[src/rtl/imem_loader.sv]
// imem_loader: fills the writable instruction memory from a byte stream.
// Bytes are packed little-endian into N-bit words, written to consecutive
// word addresses starting at 0, and the core is held for the whole load.
//
// Byte handshake: a byte moves from the host to the loader on a rising
// edge where byte_valid and byte_ready are both high.  The host may raise
// byte_valid at any time and must hold byte_in stable until that edge.
// byte_ready is high only in RECV.  An abort in the same cycle cancels the
// transfer; the byte is dropped and the load ends in ERR.
module imem_loader #(
    parameter int N      = 32,
    parameter int ADDR_W = 6,
    parameter int DEPTH  = 64
) (
    input  logic              clk,
    input  logic              reset,
    input  logic              start,
    input  logic [ADDR_W:0]   len,
    input  logic              abort,
    input  logic [7:0]        byte_in,
    input  logic              byte_valid,
    output logic              byte_ready,
    output logic              we,
    output logic [ADDR_W-1:0] waddr,
    output logic [N-1:0]      wdata,
    output logic              cpu_hold,
    output logic              busy,
    output logic              done,
    output logic              error,
    output logic [2:0]        dbg_state
);

    localparam int BYTES  = N / 8;
    localparam int BIDX_W = (BYTES > 1) ? $clog2(BYTES) : 1;

    localparam logic [BIDX_W-1:0] LAST_BYTE = BIDX_W'(BYTES - 1);
    localparam logic [ADDR_W:0]   DEPTH_L   = (ADDR_W + 1)'(DEPTH);

    localparam logic [2:0] IDLE  = 3'd0;
    localparam logic [2:0] RECV  = 3'd1;
    localparam logic [2:0] WRITE = 3'd2;
    localparam logic [2:0] DONE  = 3'd3;
    localparam logic [2:0] ERR   = 3'd4;

    logic [2:0]        state;
    logic [ADDR_W:0]   len_q;
    logic [BIDX_W-1:0] byte_idx;
    logic [ADDR_W:0]   word_cnt;
    logic [ADDR_W:0]   next_cnt;

    // Count of words written once the current WRITE completes.
    assign next_cnt = word_cnt + 1'b1;

    // Load sequencer: state, latched length, byte/word counters and the write port registers.
    always_ff @(posedge clk) begin
        if (reset) begin
            state    <= IDLE;
            len_q    <= '0;
            byte_idx <= '0;
            word_cnt <= '0;
            waddr    <= '0;
            wdata    <= '0;
            error    <= 1'b0;
        end else begin
            case (state)
                IDLE: begin
                    if (start) begin
                        len_q <= len;
                        if (len == '0 || len > DEPTH_L) begin
                            // Invalid length: never enter RECV, flag it.
                            state <= ERR;
                            error <= 1'b1;
                        end else begin
                            state    <= RECV;
                            error    <= 1'b0;
                            waddr    <= '0;
                            byte_idx <= '0;
                            word_cnt <= '0;
                        end
                    end
                end

                RECV: begin
                    if (abort) begin
                        // Abort wins over a byte presented in the same cycle.
                        state <= ERR;
                        error <= 1'b1;
                    end else if (byte_valid) begin
                        // Byte k lands in bits [8k+7:8k]; the other lanes keep their value.
                        for (int k = 0; k < BYTES; k++) begin
                            if (byte_idx == BIDX_W'(k)) begin
                                wdata[8*k +: 8] <= byte_in;
                            end
                        end
                        byte_idx <= byte_idx + 1'b1;
                        if (byte_idx == LAST_BYTE) begin
                            state <= WRITE;
                        end
                    end
                end

                WRITE: begin
                    if (abort) begin
                        // The write is suppressed combinationally; no counters move.
                        state <= ERR;
                        error <= 1'b1;
                    end else begin
                        word_cnt <= next_cnt;
                        byte_idx <= '0;
                        if (next_cnt == len_q) begin
                            // Last word: keep waddr so it never steps past len-1.
                            state <= DONE;
                        end else begin
                            waddr <= waddr + 1'b1;
                            state <= RECV;
                        end
                    end
                end

                DONE: begin
                    state <= IDLE;
                end

                ERR: begin
                    state <= IDLE;
                    error <= 1'b1;
                end

                default: begin
                    state <= IDLE;
                end
            endcase
        end
    end

    // Output decode: everything but the write port registers is a function of state (and abort for we).
    always_comb begin
        byte_ready = 1'b0;
        we         = 1'b0;
        busy       = 1'b0;
        cpu_hold   = 1'b0;
        done       = 1'b0;
        dbg_state  = state;
        case (state)
            RECV: begin
                byte_ready = 1'b1;
                busy       = 1'b1;
                cpu_hold   = 1'b1;
            end
            WRITE: begin
                we       = ~abort;
                busy     = 1'b1;
                cpu_hold = 1'b1;
            end
            DONE: begin
                done     = 1'b1;
                cpu_hold = 1'b1;
            end
            ERR: begin
                cpu_hold = 1'b1;
            end
            default: begin
                byte_ready = 1'b0;
            end
        endcase
    end

endmodule

[config.mk]
export PLATFORM = sky130hd
export DESIGN_NAME = imem_loader
export DESIGN_NICKNAME = d
export VERILOG_FILES = /design/src/rtl/imem_loader.sv
export SDC_FILE = /design/constraint.sdc
export NUM_CORES = 1
export LEC_CHECK = 0
export CORE_MARGIN = 4
export CORE_UTILIZATION = 52
export CTS_CLUSTER_SIZE = 10
export DETAILED_ROUTE_END_ITERATION = 8
export HOLD_SLACK_MARGIN = 0.12
export MAX_ROUTING_LAYER = met4
export PLACE_DENSITY = 0.9
export SLEW_MARGIN = 15
export SYNTH_ARGS = -nofsm -noshare
export SYNTH_HDL_FRONTEND = slang
export SYNTH_SLANG_ARGS = --single-unit
[constraint.sdc]
create_clock -name clk -period 3.75 [get_ports clk]
set_clock_uncertainty 0.15 [all_clocks]
set_input_delay 0.5625 -clock clk [delete_from_list [all_inputs] [get_ports clk]]
set_output_delay 0.5625 -clock clk [all_outputs]
set_load 0.02 [all_outputs]
Word-level counts from Yosys, hierarchy flattened
Index checks and enable logic that the tools add are counted.
Widths: inputs -> output; s select.

word-level totals
  input bits = 20
  output and inout port bits = 47
  logic and storage cells = 83
  flip-flop bits (word level) = 58

cells by class
  equal/unequal tests = 17
  muxes and demuxes = 32
  magnitude comparators = 1
  reduce and logical (&&, ||, !) cells = 19
  $add $sub $neg = 3
  bitwise logic cells = 1

operator list
  operator             count
  $mux 6               4
  $mux 7               3
  $reduce_and 4->1     5
  $mux 3               6
  $pmux 7 s2           1
  $mux 2               6
  $ne 2x2->1 const B   6
  $pmux 6 s2           1
  $pmux 3 s3           1
  $mux 1               8
  $add 7x1->7 const B  1
  $eq 7x7->1           1
  $gt 7x7->1 const B   1
  $logic_not 7->1      1
  $add 6x1->6 const B  1
  $eq 3x2->1 const B   2
  $ne 3x3->1 const B   2
  $pmux 2 s3           1
  $reduce_and 3->1     2
  $reduce_and 6->1     1
  $reduce_bool 3->1    2
  $reduce_and 5->1     1
  $eq 2x2->1 const B   2
  $reduce_or 4->1      1
  other kinds (13)     13

Logic depth before layout (Yosys ltp)
Gate-level depths: netlist (run 1).

  word-level depth = 5
  mapped depth = 9
  gate-level depth less buffers = 6

Worst setup path after synthesis (run 1)
OpenSTA, ideal clock, no wires.

  path type = flip-flop to output port
  start point = register state[0], in the netlist dbg_state[0]
  end point = output port busy
  stages on the path, launching flop included = 5
  required time = 3.037 ns
  arrival time = 1.666 ns
  buffers on the path = 1
  path slack = 1.372 ns
  cells stage by stage = dfxtp_1 -> buf_2 -> inv_1 -> nor3_1 -> nand2b_1

on the way
  longest elaborated chain between the ends = 3
  elaborated cells on any way between the ends = 4
  those cells by class = eq/ne (2); mux (1); reduce/logical (1)

RTL lines
  item                                      RTL line  RTL
  from (decl)                               45        logic [2:0] state;
  from (signal assigned)                    57        state <= IDLE;
  from (signal assigned)                    71        state <= ERR;
  from (signal assigned)                    74        state <= RECV;
  $eq 3x2->1 or $eq 3x1->1 (tied branches)  144       case (state)
  $reduce_or 2->1 (no line) *               --
  $mux 1 *                                  144
  to (decl)                                 27        output logic busy,

Mark *: on every way between the ends. The rest lies on a longest branch, timed or not.

Worst setup path after layout (run 1)
  start point = register state[1], in the netlist dbg_state[1]
  end point = output port we

on the way
  longest elaborated chain between the ends = 2

RTL lines
  item        RTL line  RTL
  $eq 3x2->1  144
  $mux 1      144
  to (decl)   23        output logic we,

No other way between the ends.

==> impl_summary.md, run 1 <==
Cells and area
The layout overhead on the synthesized area is 30.82%. Fill cells in the final layout number approximately 370. The number of antenna diodes in the final layout is 0. The most frequent standard cell in the layout excluding fill and tap cells is clkdlybuf4s50_1. The multi-input combinational cell area is 1518 µm². In the layout the commonest cells are clkdlybuf4s50_1, dfxtp_1, nand2_1.

Once layout is complete, the utilization of the core stands at between 70% and 80%. The number of nets in the final layout is 422. The total area of sequential cells is roughly 1200 µm². The proportion of layout cells with a drive suffix above 1 is 6.000%.

Clocking
The clock tree from TritonCTS is done. The clock edge transition at the registers on the reported setup and hold paths is 0.06 ns. The clock tree synthesis step divided the H-tree into 3 levels. Gates resized during post-CTS repair numbered 0. The clock tree buffer depth is 2. The CTS buffer count is 9.

Once the clock tree was built, the setup fixing pass inserted 0 buffers. The clock drives 58 sinks. The hold buffer count at cts is 0. The clock latency at the later pin of the worst-skew pair is 0.34 ns.

In this run the clock root is driven by a clkbuf_8.

STA
The total negative setup slack is 0 ns. Subtracting the final worst setup slack from the clock period gives 3.376 ns. The setup slack of the critical path after layout is 0.3742 ns. Setup repair after global routing left no endpoint under its margin. Timing would allow up to 296.2 MHz. The normalized max-slew margin is 28.92%.

The count of final setup violators is 0. The number of failing hold endpoints at the final stage came to 0. The period utilization is 90.02%. The number of max-slew violations in the final report is 0. The transition time at the pin with the least slew margin is between 1 and 1.5 ns. Hold is met by 0.3018 ns.

Placement
Detailed placement ended at an HPWL of 5.090 mm. The post-placement worst setup slack is around 0.76 ns. The final weighted congestion in routability-driven placement is 0.8610.

Input and output buffers added on the ports amount to 66.

Critical path
The worst setup path is captured at an output port. In this run the worst setup path begins at dbg_state[1]. On the worst path, the slowest cell contributes a delay of between 0.7 and 0.8 ns.

Of all nets on the critical path, the largest fanout is 19. Counting both buffers and inverters, the worst setup path holds a total of 2. The worst endpoint data arrival time is 2.66 ns. The critical path goes through or3b_1, or2_4, clkinv_4, clkdlybuf4s50_1. The worst endpoint required time is 3.04 ns.

In this run the critical register-to-register path is launched from dbg_state[1]. The family with the most delay on the worst path is simple AND/OR/NAND/NOR gates. The type of the worst setup path is reg2out.

The slowest stage of the critical path belongs to the cell dfxtp_1. The worst setup path is launched from a flop.

GRT
The first-pass GRT wire length is 12.05 mm. The via count of the first global-routing pass is about 2.5k. The aggregate global-route resource usage is between 20% and 30%. The maximum number of pins on one net before global-route repair is 62. The total congestion overflow is 0.

The initial antenna violation count is 0.

Power
The power density over the cells is 385.8 nW/µm². The leakage power of the design is roughly 0.0012 µW. VDD sags by at most 357.5 µV. The overall power of the completed layout is 1416 µW.

Detailed routing
The final layout contains routed wiring with a total length of 7.551 mm. In the final routed layout, each cell accounts on average for 16.07 µm. The count of nets left with antenna violations once routing finished came out at 0. The first-iteration detailed-routing DRC count is 202. The via total after detailed routing is 2808. The pre-antenna-repair detailed-routing pass consisted of 5 iterations. In the routed design, unresolved DRC markers number 0.

Using the TritonRoute via totals, the vias-per-cell ratio works out to 5.974.

Synth
The net count of the mapped netlist is 367. In the synthesized netlist the async set-or-reset flop fraction comes to 0%. The warning count from the yosys run is 0. After synthesis, flip-flops and latches occupy approximately two fifths of the total area.

The number of unique standard cell types used by synthesis is 51. The mapped cell area is 2805 µm². The total of flip-flops plus latches after synthesis is 58.

Synthesis handed over a netlist of 341 instances. The average instance in the mapped netlist occupies 8.226 µm². Among all flip-flop cells after synthesis, the most frequent one is dfxtp_1. Yosys mapped a number of flops with a built-in enable equal to 0.

Floorplan
Once the floorplan was initialized, standard cells occupied 54.23% of the core. In this run the core area contains 26 standard-cell rows. The core region is 5172 µm².

From left edge to right edge, the die measures 81.45 µm. The height of the chip is 81.45 µm. The die covers 6633 µm². The number of ports placed on the die boundary is 67.

Worst hold path
The startpoint identified for the worst hold timing path is wdata[13]. The path type of the worst min-delay path is reg2reg.

Flow run
The max-capacitance violation count is 0.

Status
The flow ran to the end, and the final reports show no timing, DRC or antenna violations.
[sequential cells by signal, summed over array words and instances, names as in the netlist]
name / cells
len_q: 7
waddr: 6
wdata: 32
dbg_state: 3
word_cnt: 7
error: 1
byte_idx: 2
[cell families (layout without fill, tap and decap cells)]
| family | after synthesis | after routing | synth area share, % |
|---|---|---|---|
| muxes | 8 | 8 | 2.855 |
| AOI/OAI and AO/OA | 87 | 87 | 19.40 |
| DFF | 58 | 58 | 41.39 |
| xor gates and xnor gates | 10 | 10 | 3.122 |
| buffers and inverters | 28 | 87 | 4.505 |
| and+or+nand+nor | 144 | 144 | 26.05 |
| adders and majority gates | 6 | 6 | 2.676 |
[path summary, 6_finish.rpt]
path / end / slack (ns) / cells past startpoint
worst max-delay path: we / 0.37 / 4
worst max register to register: waddr[1] / 1.06 / 6
worst min-delay path: wdata[13] / 0.30 / 2
worst min register to register: wdata[13] / 0.30 / 2
[routing by layer]
metal	vias to the layer above	global-route usage, %	share of wire [%]
li1	1326	-	-
met2	148	35.34	46
met4	0	11.66	3.5
met1	1302	31.60	44
met5	-	-	0
met3	32	5.702	7.1
[where the power goes]
part | internal, µW | total, µW | switching (µW)
registers | 626 | 639 | 12.6
logic | 62.1 | 145 | 82.5
clock network | 387 | 632 | 245
total | 1080 | 1420 | 341
[per-stage QoR]
step           area (µm²)  cells
5_1_grt              3670    470
6_report             3670    470
3_3_place_gp         3453    455
3_5_place_dp         3453    455
4_1_cts              3670    470
2_1_floorplan        2805    341
[cells in the mapped netlist, drive strengths merged, types with 2 or more instances]
cell,n,area share [%]
xnor2,6,1.9
a21oi,44,8.3
nor3b,4,1.1
clkbuf,15,2.0
nand2b,6,1.3
mux2i,8,2.9
a31oi,5,1.1
o21a,2,0.54
and2,2,0.45
nor2,21,2.8
nor4,2,0.45
o211ai,2,0.54
inv,4,0.54
nor2b,2,0.45
nand4,2,0.45
a311oi,3,0.94
nor4b,2,1.2
and3,4,0.89
or3,4,0.89
o22ai,2,0.45
a21boi,2,0.54
nand3,28,5.0
dfxtp,58,41
or4,3,0.94
xor2,4,1.2
o21ai,14,2.5
nor3,6,1.1
a22oi,2,0.54
buf,8,1.7
nand3b,3,0.80
ha,6,2.7
a211oi,3,0.80
nand2,50,6.7
nand4b,2,0.62
[final cells by class]
class	count	area share (%)
clock buffer	10	3.750
clock inverter	5	2.148
inverter	5	0.6478
multi-input combinational	255	41.36
sequential	58	31.64
tap	70	2.387
timing repair buffer	67	18.07
[tightest hold or removal path, stage by stage (launching register included)]
cell and delay (ns):
dfxtp_1 0.31, nand2_1 0.05, a21oi_1 0.05
Power figures use the tool's default switching activity.
==> run 2, diff against run 1 <==
--- a/config.mk
+++ b/config.mk
@@ -12,6 +12,7 @@
 export HOLD_SLACK_MARGIN = 0.12
 export MAX_ROUTING_LAYER = met4
 export PLACE_DENSITY = 0.9
+export RECOVER_POWER = 100
 export SLEW_MARGIN = 15
 export SYNTH_ARGS = -nofsm -noshare
 export SYNTH_HDL_FRONTEND = slang
==> run 2 against run 1 <==
Compared with the run above: maximum frequency down 1.3%; largest power group unchanged; critical endpoint unchanged; sequential cell count is the same; setup slack got worse by 0.044 ns; highest routed layer unchanged.
==> impl_summary.md, run 2 (synthesis gave the netlist of run 1 again) <==
Status
The flow ran to the end, and the final reports show no timing, DRC or antenna violations.

Clocking
The number of levels in the clock H-tree came to 3 (unchanged). The quantity of gates resized following cts is 0 (unchanged). The CTS buffer count is 9 (unchanged). The clock tree buffer depth came to 2 (unchanged). The library cell used as clock root buffer is clkbuf_8. The clock edge transition at the registers on the reported setup and hold paths was 0.06 ns (about the same). The hold buffer count at cts came to 0 (unchanged). The number of buffers inserted to repair setup after CTS is 0 (unchanged). The number of clock sinks seen by CTS was 58 (unchanged). The clock latency at the later pin of the worst-skew pair is 0.34 ns (about the same).

TritonCTS built the clock tree.

Detailed routing
The via total after detailed routing came to 2809 (+0.036%). The met1 routed wirelength after detailed routing is 3.292 mm (about the same). The total length of routed wires is 7.538 mm (-0.17%). The detailed-route wire length per cell is 16.04 µm (-0.17%). The highest metal layer with signal wires is met4. The detailed-route vias per instance is 5.977 (about the same).

The first-iteration detailed-routing DRC count was 209 (+3.5%). The met3 wire length is 533 µm (-0.74%). The final antenna-violating net count is 0 (unchanged). The length of routed met2 wiring came to 3.474 mm (+0.38%). The detailed-router iteration count before antenna repair is 5 (unchanged).

The number of design rule violations left after detail routing is 0 (unchanged).

Critical path
The worst endpoint required time came to 3.04 ns (about the same). The number of cells traversed by the worst register-to-register path is 6 (unchanged). The endpoint of the worst-slack reg-to-reg timing path is waddr[1]. The critical path in this run is classified as reg2out.

The startpoint of the most critical register-to-register path is dbg_state[1]. The top fanout value on the critical path came to 19 (unchanged). The worst endpoint data arrival time is 2.71 ns (+0.05 ns). The setup slack on the worst flop-to-flop path was 0.90 ns (-0.16 ns).

The kind of start point of the critical path is a flop. The endpoint kind of the worst setup timing path is an output port.

STA
Setup repair after global routing left no endpoint under its margin. The count of final setup violators is 0 (unchanged). The number of max-slew violations in the final report is 0 (unchanged). The period utilization is 91.20% (+1.2 points). The number of failing hold endpoints at the final stage is 0 (unchanged). The transition time at the pin with the least slew margin is 1.054 ns (-0.01257 ns). The normalized max-slew margin is 29.76% (+0.84 points).

The total negative setup slack is 0 ns (unchanged). The post-route minimum period is 3.420 ns (+0.04418 ns). The maximum operating frequency came to 292.4 MHz (-1.3%). The setup slack of the critical path after layout is 0.3300 ns (-0.04418 ns).

Cells and area
The top cell types in the final layout, fill and taps aside, are dfxtp_1, nand2_1, dlygate4sd3_1. The largest registers in the layout are wdata x32, len_q x7, word_cnt x7. The number of flip-flops under the largest register name is 32 (unchanged).

The number of inserted diodes was 0 (unchanged). The proportion of layout cells with a drive suffix above 1 is 5.500% (-0.50 points). Counting flops per register, the top entry is wdata. The number of nets in the final layout is 422 (unchanged). Leaving out fill and tap cells, the most frequent cell in the layout is dfxtp_1.

The layout overhead on the synthesized area is 30.29%.

Floorplan
The number of ports placed on the die boundary was 67 (unchanged). The die width is 81.45 µm (unchanged). The area of the core is 5172 µm² (unchanged). The height of the chip came to 81.45 µm (unchanged). The effective utilization at floorplan was 54.23% (unchanged). The area of the die was 6633 µm² (unchanged). The number of cell rows is 26 (unchanged).

Power
The power density over the cells came to 387.1 nW/µm² (+0.33%). The peak ir drop on the vdd network is 359.1 µV (+0.43%). The leakage power of the design is 0.001402 µW (+13%).

Placement
The final weighted congestion in routability-driven placement is 0.8610 (unchanged). The detailed placement HPWL came to 5.090 mm (unchanged). The number of buffer cells added on primary ports is 66 (unchanged). The post-placement worst setup slack was 0.7611 ns (unchanged).

Worst hold path
The path type of the worst min-delay path is reg2reg. The end point of the most critical hold path is wdata[13]. The origin of the worst min-delay path is wdata[13].

The cell depth of the worst min-delay path came to 2 (unchanged).

GRT
The initial antenna violation count is 0 (unchanged). The aggregate global-route resource usage was 24.24% (unchanged). The maximum number of pins on one net before global-route repair is 62 (unchanged). The first-pass GRT wire length is 12.05 mm (unchanged).

The total congestion overflow was 0 (unchanged). The via count of the first global-routing pass is 2529 (unchanged).

Flow run
The max-capacitance violation count is 0 (unchanged).
run 2: final cells by class:
class	instances	area (µm²)
Fill cell	374	1518
Multi-Input combinational cell	255	1503
Sequential cell	58	1161
Timing Repair Buffer	67	663.1
Clock buffer	10	137.6
Tap cell	70	87.58
Clock inverter	5	78.83
Inverter	5	23.77
run 2: through the flow:
stage	utilization (%)	area [µm²]	hold WS (ns)	total power, µW	cells
finish	70.66	3655	0.2976	1415	470
global placement	66.76	3453	0.2914	791.7	455
detailed placement	66.76	3453	0.2970	792.8	455
global route	70.66	3655	0.3233	1460	470
CTS	70.95	3670	0.3053	1419	470
floorplan	-	2805	0.2978	732.6	341
run 2: worst max-delay path by stage:
| stage | to | start | cells past startpoint |
|---|---|---|---|
| floorplan | busy | dbg_state[0] | 4 |
| global placement | we | dbg_state[1] | 4 |
| detailed placement | we | dbg_state[1] | 4 |
| CTS | we | dbg_state[1] | 4 |
| global route | we | dbg_state[1] | 4 |
| finish | we | dbg_state[1] | 4 |
run 2: critical path, cell delays in order, from the launching register on:
cell,delay [ns]
dfxtp_1,0.71
or3b_1,0.55
or2_4,0.36
clkinv_4,0.09
dlygate4sd3_1,0.67
run 2: layer usage:
layer	vias up	track usage, %
met3	25	5.702
li1	1326	-
met4	0	11.66
met2	139	35.34
met1	1319	31.60
met5	-	-
run 2: where the power goes:
group,leakage [µW],internal [µW],switching (µW),total (µW)
Clock,0.000112,387,251,638
Combinational,0.000821,57.5,80.7,138
Sequential,0.000469,626,12.5,639
Total,0.00140,1070,344,1410
